### config.mk
export PLATFORM = sky130hd
export DESIGN_NAME = spi_txn_arbiter
export DESIGN_NICKNAME = d
export VERILOG_FILES = /design/src/rtl/spi_txn_arbiter.sv
export SDC_FILE = /design/constraint.sdc
export NUM_CORES = 1
export LEC_CHECK = 0
export BUFFER_PORTS_ARGS = -buffer_cell sky130_fd_sc_hd__buf_2
export CORE_ASPECT_RATIO = 1.1
export CORE_MARGIN = 2
export CORE_UTILIZATION = 35
export CTS_BUF_LIST = sky130_fd_sc_hd__clkbuf_2 sky130_fd_sc_hd__clkbuf_4 sky130_fd_sc_hd__clkbuf_8
export CTS_CLUSTER_SIZE = 28
export DETAILED_ROUTE_END_ITERATION = 10
export MAX_ROUTING_LAYER = met4
export PLACE_DENSITY = 0.71
export SLEW_MARGIN = 25
export SYNTH_ARGS = -nofsm -noshare
export SYNTH_HDL_FRONTEND = slang
export SYNTH_SLANG_ARGS = --single-unit
### constraint.sdc
create_clock -name clk -period 2.5 [get_ports clk]
set_clock_uncertainty 0.15 [all_clocks]
set_input_delay 0.25 -clock clk [delete_from_list [all_inputs] [get_ports clk]]
set_output_delay 0.25 -clock clk [all_outputs]
set_load 0.05 [all_outputs]
### src/rtl/spi_txn_arbiter.sv
// ---------------------------------------------------------------------------
// spi_txn_arbiter
//
// Shares a single SPI master between NREQ requesters using round-robin
// arbitration. The winner's configuration is latched onto the master's
// configuration inputs, held for SETTLE_CYCLES so the master's clock/mode
// change can settle, and then the spi_start handshake is run. The arbiter
// then waits for completion (busy low with valid high) or for a timeout. On
// a timeout it pulses the master's reset for 4 cycles. Either way the owner
// receives a one-cycle done pulse, and err is added on a timeout.
//
// Ports
//   clk                      system clock
//   rst_n                    asynchronous active-low reset
//   req[NREQ]                per-requester transaction request (level)
//   cfg_flat[NREQ*CFG_W]     packed configs, requester i at [i*CFG_W +: CFG_W]
//   grant[NREQ]              one-hot current owner of the master
//   done[NREQ]               one-cycle end-of-transaction pulse to the owner
//   err                      coincident with done when the transaction timed out
//   spi_start / spi_rst      master handshake start / master reset (active-high)
//   spi_clk_ss .. spi_receive_data_length
//                            registered configuration driven to the master
//   busy_spi / valid_spi     status from the master
//   arb_busy                 high whenever the arbiter is not idle
// ---------------------------------------------------------------------------
module spi_txn_arbiter #(
    parameter int NREQ           = 4,
    parameter int CFG_W          = 35,
    parameter int SETTLE_CYCLES  = 256,
    parameter int TIMEOUT_CYCLES = 2000000,
    parameter int TO_W           = 21
) (
    input  logic                  clk,
    input  logic                  rst_n,
    input  logic [NREQ-1:0]       req,
    input  logic [NREQ*CFG_W-1:0] cfg_flat,
    output logic [NREQ-1:0]       grant,
    output logic [NREQ-1:0]       done,
    output logic                  err,
    output logic                  spi_start,
    output logic                  spi_rst,
    output logic                  spi_clk_ss,
    output logic [1:0]            spi_mode,
    output logic [5:0]            spi_cmd_length,
    output logic [9:0]            spi_send_data_length,
    output logic [5:0]            spi_response_length,
    output logic [9:0]            spi_receive_data_length,
    input  logic                  busy_spi,
    input  logic                  valid_spi,
    output logic                  arb_busy
);

    localparam int PTR_W = (NREQ > 1) ? $clog2(NREQ) : 1;
    localparam int SET_W = (SETTLE_CYCLES > 1) ? $clog2(SETTLE_CYCLES) : 1;

    localparam logic [PTR_W-1:0] PTR_LAST = PTR_W'(NREQ - 1);
    localparam logic [SET_W-1:0] SET_LAST = SET_W'(SETTLE_CYCLES - 1);
    localparam logic [TO_W-1:0]  TO_LAST  = TO_W'(TIMEOUT_CYCLES - 1);

    typedef enum logic [2:0] {
        S_IDLE,
        S_SETUP,
        S_START,
        S_RUN,
        S_FINISH,
        S_RECOVER
    } state_t;

    // State and registered outputs
    state_t             r_state;
    logic [PTR_W-1:0]   r_ptr;
    logic [PTR_W-1:0]   r_owner;
    logic [NREQ-1:0]    r_grant;
    logic [NREQ-1:0]    r_done;
    logic               r_err;
    logic               r_start;
    logic               r_rst;
    logic [CFG_W-1:0]   r_cfg;
    logic [SET_W-1:0]   r_set_cnt;
    logic [TO_W-1:0]    r_to_cnt;
    logic [1:0]         r_rec_cnt;

    // Next-state values
    state_t             w_state;
    logic [PTR_W-1:0]   w_ptr;
    logic [PTR_W-1:0]   w_owner;
    logic [NREQ-1:0]    w_grant;
    logic [NREQ-1:0]    w_done;
    logic               w_err;
    logic               w_start;
    logic               w_rst;
    logic [CFG_W-1:0]   w_cfg;
    logic [SET_W-1:0]   w_set_cnt;
    logic [TO_W-1:0]    w_to_cnt;
    logic [1:0]         w_rec_cnt;

    // Arbitration results
    logic [PTR_W-1:0]   w_hi_win;
    logic [PTR_W-1:0]   w_lo_win;
    logic               w_hi_any;
    logic [PTR_W-1:0]   w_win;
    logic [NREQ-1:0]    w_win_oh;
    logic [CFG_W-1:0]   w_cfg_sel;
    logic [PTR_W-1:0]   w_ptr_adv;

    // Round-robin pick: lowest set request at or above the pointer; if there
    // is none, wrap around to the lowest set request overall. The loop runs
    // downward so the last hit is the lowest index.
    always_comb begin
        w_hi_win = '0;
        w_lo_win = '0;
        w_hi_any = 1'b0;
        for (int i = NREQ - 1; i >= 0; i--) begin
            if (req[i]) begin
                w_lo_win = PTR_W'(i);
                if (i >= int'(r_ptr)) begin
                    w_hi_win = PTR_W'(i);
                    w_hi_any = 1'b1;
                end
            end
        end
        w_win = w_hi_any ? w_hi_win : w_lo_win;
    end

    always_comb begin
        w_win_oh  = '0;
        w_cfg_sel = '0;
        for (int i = 0; i < NREQ; i++) begin
            if (w_win == PTR_W'(i)) begin
                w_win_oh[i] = 1'b1;
                w_cfg_sel   = cfg_flat[i*CFG_W +: CFG_W];
            end
        end
    end

    assign w_ptr_adv = (r_owner == PTR_LAST) ? '0 : r_owner + PTR_W'(1);

    // Next-state and output logic
    always_comb begin
        w_state   = r_state;
        w_ptr     = r_ptr;
        w_owner   = r_owner;
        w_grant   = r_grant;
        w_done    = '0;
        w_err     = 1'b0;
        w_start   = r_start;
        w_rst     = r_rst;
        w_cfg     = r_cfg;
        w_set_cnt = r_set_cnt;
        w_to_cnt  = r_to_cnt;
        w_rec_cnt = r_rec_cnt;

        case (r_state)
            S_IDLE: begin
                // The configuration register is only loaded here, so the
                // master sees a stable config for the whole transaction.
                if (|req) begin
                    w_grant   = w_win_oh;
                    w_owner   = w_win;
                    w_cfg     = w_cfg_sel;
                    w_set_cnt = '0;
                    w_state   = S_SETUP;
                end
            end

            S_SETUP: begin
                if (r_set_cnt == SET_LAST) begin
                    w_to_cnt = '0;
                    w_start  = 1'b1;
                    w_state  = S_START;
                end else begin
                    w_set_cnt = r_set_cnt + SET_W'(1);
                end
            end

            S_START: begin
                if (r_to_cnt == TO_LAST) begin
                    w_start   = 1'b0;
                    w_rst     = 1'b1;
                    w_rec_cnt = '0;
                    w_state   = S_RECOVER;
                end else begin
                    w_to_cnt = r_to_cnt + TO_W'(1);
                    if (busy_spi) begin
                        w_start = 1'b0;
                        w_state = S_RUN;
                    end
                end
            end

            S_RUN: begin
                // A completion seen on the final timeout cycle still counts
                // as a clean finish; the master needs no reset then.
                if (!busy_spi && valid_spi) begin
                    w_done  = r_grant;
                    w_state = S_FINISH;
                end else if (r_to_cnt == TO_LAST) begin
                    w_rst     = 1'b1;
                    w_rec_cnt = '0;
                    w_state   = S_RECOVER;
                end else begin
                    w_to_cnt = r_to_cnt + TO_W'(1);
                end
            end

            S_RECOVER: begin
                if (r_rec_cnt == 2'd3) begin
                    w_rst   = 1'b0;
                    w_done  = r_grant;
                    w_err   = 1'b1;
                    w_state = S_FINISH;
                end else begin
                    w_rec_cnt = r_rec_cnt + 2'd1;
                end
            end

            S_FINISH: begin
                // done (registered on entry) and grant fall on the same edge.
                w_grant = '0;
                w_ptr   = w_ptr_adv;
                w_state = S_IDLE;
            end

            default: begin
                w_state = S_IDLE;
                w_grant = '0;
                w_start = 1'b0;
                w_rst   = 1'b0;
            end
        endcase
    end

    // State register
    always_ff @(posedge clk or negedge rst_n) begin
        if (!rst_n) begin
            r_state   <= S_IDLE;
            r_ptr     <= '0;
            r_owner   <= '0;
            r_grant   <= '0;
            r_done    <= '0;
            r_err     <= 1'b0;
            r_start   <= 1'b0;
            r_rst     <= 1'b0;
            r_cfg     <= '0;
            r_set_cnt <= '0;
            r_to_cnt  <= '0;
            r_rec_cnt <= '0;
        end else begin
            r_state   <= w_state;
            r_ptr     <= w_ptr;
            r_owner   <= w_owner;
            r_grant   <= w_grant;
            r_done    <= w_done;
            r_err     <= w_err;
            r_start   <= w_start;
            r_rst     <= w_rst;
            r_cfg     <= w_cfg;
            r_set_cnt <= w_set_cnt;
            r_to_cnt  <= w_to_cnt;
            r_rec_cnt <= w_rec_cnt;
        end
    end

    assign grant                   = r_grant;
    assign done                    = r_done;
    assign err                     = r_err;
    assign spi_start               = r_start;
    assign spi_rst                 = r_rst;
    assign spi_clk_ss              = r_cfg[34];
    assign spi_mode                = r_cfg[33:32];
    assign spi_cmd_length          = r_cfg[31:26];
    assign spi_send_data_length    = r_cfg[25:16];
    assign spi_response_length     = r_cfg[15:10];
    assign spi_receive_data_length = r_cfg[9:0];
    assign arb_busy                = (r_state != S_IDLE);

endmodule

=== Yosys cells after proc, flatten, opt, wreduce, memory -nomap -nowiden ===
Cells that the tools add are included.

* Muxes and demuxes: 61
* Reductions and logical operators: 20
* Magnitude comparators: 3
* Add/sub/neg operators: 4
* Bitwise logic cells: 3
* Eq/ne operators: 20

{| class="wikitable"
|+ Operator list
! cell !! number
|-
| $mux 35 || 4
|-
| $mux 21 || 3
|-
| $pmux 21 s3 || 1
|-
| $mux 2 || 15
|-
| $add 21x1->21 const B || 1
|-
| $eq 21x21->1 const B || 1
|-
| $mux 3 || 7
|-
| $mux 1 || 19
|-
| $mux 8 || 2
|-
| $pmux 4 s2 || 2
|-
| $pmux 8 s2 || 1
|-
| $pmux 3 s5 || 1
|-
| $reduce_and 3->1 || 5
|-
| $mux 4 || 3
|-
| $ne 2x2->1 const B || 6
|-
| $reduce_or 4->1 || 3
|-
| $reduce_bool 3->1 || 3
|-
| $add 8x1->8 const B || 1
|-
| $eq 2x2->1 const B || 4
|-
| $eq 8x8->1 const B || 1
|-
| $eq 3x2->1 const B || 2
|-
| $eq 3x3->1 const B || 2
|-
| $ne 3x3->1 const B || 2
|-
| $pmux 2 s3 || 1
|-
| 16 further kinds || 21
|}

* Input port bits: 148
* Word-level logic and storage cells: 123
* Flip-flop bits (word level): 84
* Output and inout port bits: 47

=== Depth between registers and ports, before layout ===
* Depth after elaboration: 13
* Mapped depth: 9
* Gate-level depth less buffers: 6

=== Worst setup path after synthesis ===
Ideal clock, no wire load.

* Path kind: reg2reg
* Start: register r_state[2]
* End: register r_cfg[10]
* Buffers on the path: 4
* Arrival time: 2127 ps
* Cell stages (with the launch flop): 9
* Setup time: 87 ps
* Setup slack: 136 ps
* Cells stage by stage: dfrtp_1 > buf_2 > or3_4 > or2_1 > clkbuf_1 > or3_1 > buf_2 > buf_2 > o211ai_1

* Word-level cells in the longest chain between the ends: 2

{| class="wikitable"
|+ RTL lines
! element !! RTL line !! RTL
|-
| start: declaration || 70 || <nowiki>state_t r_state;</nowiki>
|-
| start signal: assignment || 249 || <nowiki>r_state <= w_state;</nowiki>
|-
| $logic_not 3->1 || 153 || <nowiki>case (r_state)</nowiki>
|-
| $reduce_and 2->1 (no source line) || - ||
|-
| end signal: assignment || 257 || <nowiki>r_cfg <= w_cfg;</nowiki>
|-
| end: declaration || 78 || <nowiki>logic [CFG_W-1:0] r_cfg;</nowiki>
|}

No other way between the ends.
A chain may end at the register's enable or synchronous reset.

=== Final worst setup path ===
* Start: register r_to_cnt[8]
* End: register r_state[1]

* Word-level cells in the longest chain between the ends: 3
* Elaborated cells between the ends (all ways): 6
* Those cells by class: 3 x eq/ne; 2 x mux; 1 x reduce/logical

{| class="wikitable"
|+ RTL lines
! element !! RTL line !! RTL
|-
| start: declaration || 80 || <nowiki>logic [TO_W-1:0] r_to_cnt;</nowiki>
|-
| start signal: assignment || 259 || <nowiki>r_to_cnt <= w_to_cnt;</nowiki>
|-
| $eq 21x21->1 * || 177, 197 ||
|-
| $ne 3x3->1 (no source line) / $mux 3 (equally long branches) || - ||
|-
| $reduce_and 5->1 (no source line) / $pmux 3 s5 (equally long branches) || - ||
|}

Mark *: on every way between the ends. The rest lies on a longest branch, timed or not.

==> results.md <==
* Slew HR at 0.603
* Final ANT Viol Nets at 0
* Net Sw Frac at 0.492
* Initial Util at 0.357
* Vias in the first global route at 4978
* Area of the multi-input gates at between 2000 and 3000 sq um
* CTS Buffer Depth at 2
* Top-area cell type share of the netlist area at 0.411
* Overall routing resource usage at 0.211
* Inserted Clock Buffers at 9
* Initial antenna violation count at 0
* Layout fillers at between 1k and 1.5k
* Most frequent cells in the layout: buf_2 (193), dfrtp_1 (84), nand2_1 (60), nand4_1 (44), o211ai_1 (43)
* Register share of total power at 0.330
* Antenna diodes at 0
* Most common cell after layout, fill and taps aside: buf_2
* WL final at about 16 mm
* Top cells by area, synth: dfrtp_1 (41%), mux2i_1 (6.9%), o211ai_1 (6.3%)
* First-pass GRT wire length at around 25 mm
* Comb power frac at 0.510
* Vias at 5210
* Clock power share at 0.161
* Peak VDD IR at between 0.0009 and 0.001 V
* Clock sinks at 84
* Vias per cell at between 5 and 6
* DRC Markers at 0
* Critical path type: flop to flop
* Max-cap check violation count at 0
* Run status: finished clean
* CTS tree: yes
* Die height at about 130 microns
* Port Buffer Count at 194
* Pwr dens at between 800 and 900 nW/um^2
* Met2 Resource Use GR at 0.346
* Syn Std Cell Area at between 5000 and 6000 sq um
* RSZ-0062 raised after global routing: false
* Setup Viol. Count Final at 0
* Routability cong. at between 0.8 and 0.9
* I/O pin total at roughly 200
* Grt met3 use at 0.0356
* Pint at approximately 3 mW
* Nets at ~910
* #FFs+latches synth at 84
* Pin count of the biggest net entering global routing at between 80 and 90
* Overall power at around 5.8 mW
* Syn avg cell area at approximately 9.1 sq um
* Syn nets at around 710
* Fin. Hold Viols at 0
* Die width at 119 microns
* HP Class: input port to flop
* Max Clk Rate at 0.408 GHz
* DP HPWL at about 11 mm
* Area delta synth->final at 30.2%
* FF+latch area at approximately 2100 sq um
* Row count at between 40 and 50
* EDFF count, synth at 0
* Data arrival time of the worst path at about 2.6 ns
* Initial DRC Count at 335
* P_leak at about 3.2 nW
* Clock-pin slew on the worst setup and hold paths at ~0.090 ns
* Switching Power at 2.85 mW
* Met1 track demand over resource at 0.256
* Syn Inst Count at ~560
* GRT busiest layer: met2
* CP endpoint kind: flop
* Tmin final at 2.45 ns
* Die footprint at 15600 sq um
* Slew @ Worst Pin at slightly below 0.6 ns
* Critical Path RT at around 2.6 ns
* Root buf cell: clkbuf_8
* Seq/Total Area, Yosys at 0.411
* CTS HTree Levels at 3
* Final period util at 0.980
* Setup crit start kind: flop
* Yosys warnings at 0
* Worst Path Max Fanout at 7
* Final TNS setup at 0 ns
* Total gr overflow at 0
* Slew Viols, Final at 0
* Cell variety after synth at 53
* Post-synth top flop: dfrtp_1
* Pre-antenna DRT Iters at 4
* Synth async-reset ratio at 1.00
* DR WL/cell at ~16 microns
* Core area at approximately 14000 sq um
* Layout cells sized above 1 at 0.335
* Clock Latency Late Sink at 0.37 ns
* Largest area contributor in the netlist: dfrtp_1
-- critical path, cell delays in order, from the launching register on --
cell and delay, ns:
dfrtp_1 0.38, or4b_1 0.53, or4_4 0.58, or2_4 0.28
a21oi_4 0.24, buf_4 0.16, inv_1 0.03
-- repair_timing --
item,in CTS,in global routing
endpoints found under the setup margin,0,5
hold buffers,1,0
endpoints found under the hold margin,84,0
gates resized for setup,0,0
buffers inserted,0,1
-- area by class of cell --
type                    instances  area share
clock buffers                  11      0.0218
flip-flops and latches         84       0.316
inverters                      11     0.00620
multi-input cells             421       0.422
clock inverters                 5     0.00526
well taps                     192      0.0361
repair buffers                227       0.193
-- final timing paths --
| path | slack (ns) | cells after the start | start | to |
|---|---|---|---|---|
| worst min register to register | 0.34 | 2 | r_owner[1] | r_owner[1] |
| worst min-delay path | 0.03 | 3 | cfg_flat[72] | r_cfg[2] |
| worst max-delay path | 0.05 | 6 | r_to_cnt[8] | r_state[1] |
| min in group asynchronous | 0.31 | 3 | rst_n | r_cfg[10] |
| worst max register to register | 0.05 | 6 | r_to_cnt[8] | r_state[1] |
| max in group asynchronous | 1.51 | 3 | rst_n | r_cfg[14] |
-- flip-flops by register name (all words and copies together) (netlist names) --
| name | cells |
|---|---|
| r_state | 3 |
| r_set_cnt | 8 |
| spi_start | 1 |
| r_to_cnt | 21 |
| r_rec_cnt | 2 |
| grant | 4 |
| spi_rst | 1 |
| r_owner | 2 |
| r_ptr | 2 |
| r_cfg | 35 |
| done | 4 |
| err | 1 |
-- power groups by stage --
stage          Sequential (mW)  Combinational (mW)  Clock [mW]
4_1_cts                   1.92                2.97       0.971
3_5_place_dp              1.94                2.96           0
6_report                  1.91                2.96       0.932
5_1_grt                   1.97                3.16        1.02
2_1_floorplan             2.97                1.03           0
3_3_place_gp              1.93                2.95           0
-- through the flow --
stage | std cells | instance area [sq um] | utilization | hold slack, ns | setup slack, ns
after global routing | 951 | 6660 | 0.464 | 0.0279 | 0.00338
final | 951 | 6660 | 0.464 | 0.0346 | 0.0503
after floorplan | 561 | 5110 | - | -0.196 | 0.136
after detailed placement | 933 | 6460 | 0.451 | 0.178 | 0.0386
after CTS | 950 | 6650 | 0.464 | 0.0134 | 0.000214
after global placement | 933 | 6460 | 0.451 | 0.175 | 0.0739
-- layer usage --
metal,vias up,share of wire
met4,0,0.033
li1,2499,-
met1,2443,0.43
met3,33,0.067
met5,-,0
met2,235,0.47
-- logic make-up after synthesis --
group,after synthesis,synth area share
and+or+nand+nor,205,0.210
AOI/OAI and AO/OA,160,0.226
DFF,84,0.411
buffers and inverters,56,0.0448
muxes,36,0.0707
xor gates and xnor gates,16,0.0274
adders and majority gates,4,0.00979
-- synth_stat cells, types with 5 or more instances --
master / count
o211ai_1: 43
a21o_1: 36
nor4_1: 5
nand4_1: 44
dfrtp_1: 84
or3_1: 6
and3_1: 5
a21oi_1: 7
o31ai_1: 38
buf_2: 9
nand3_1: 22
nand2_1: 60
nor2_1: 29
mux2i_1: 35
inv_1: 11
xor2_1: 14
o21ai_0: 15
clkbuf_1: 33
nor3_1: 5
Note: power is estimated with default switching activity, not from simulation.
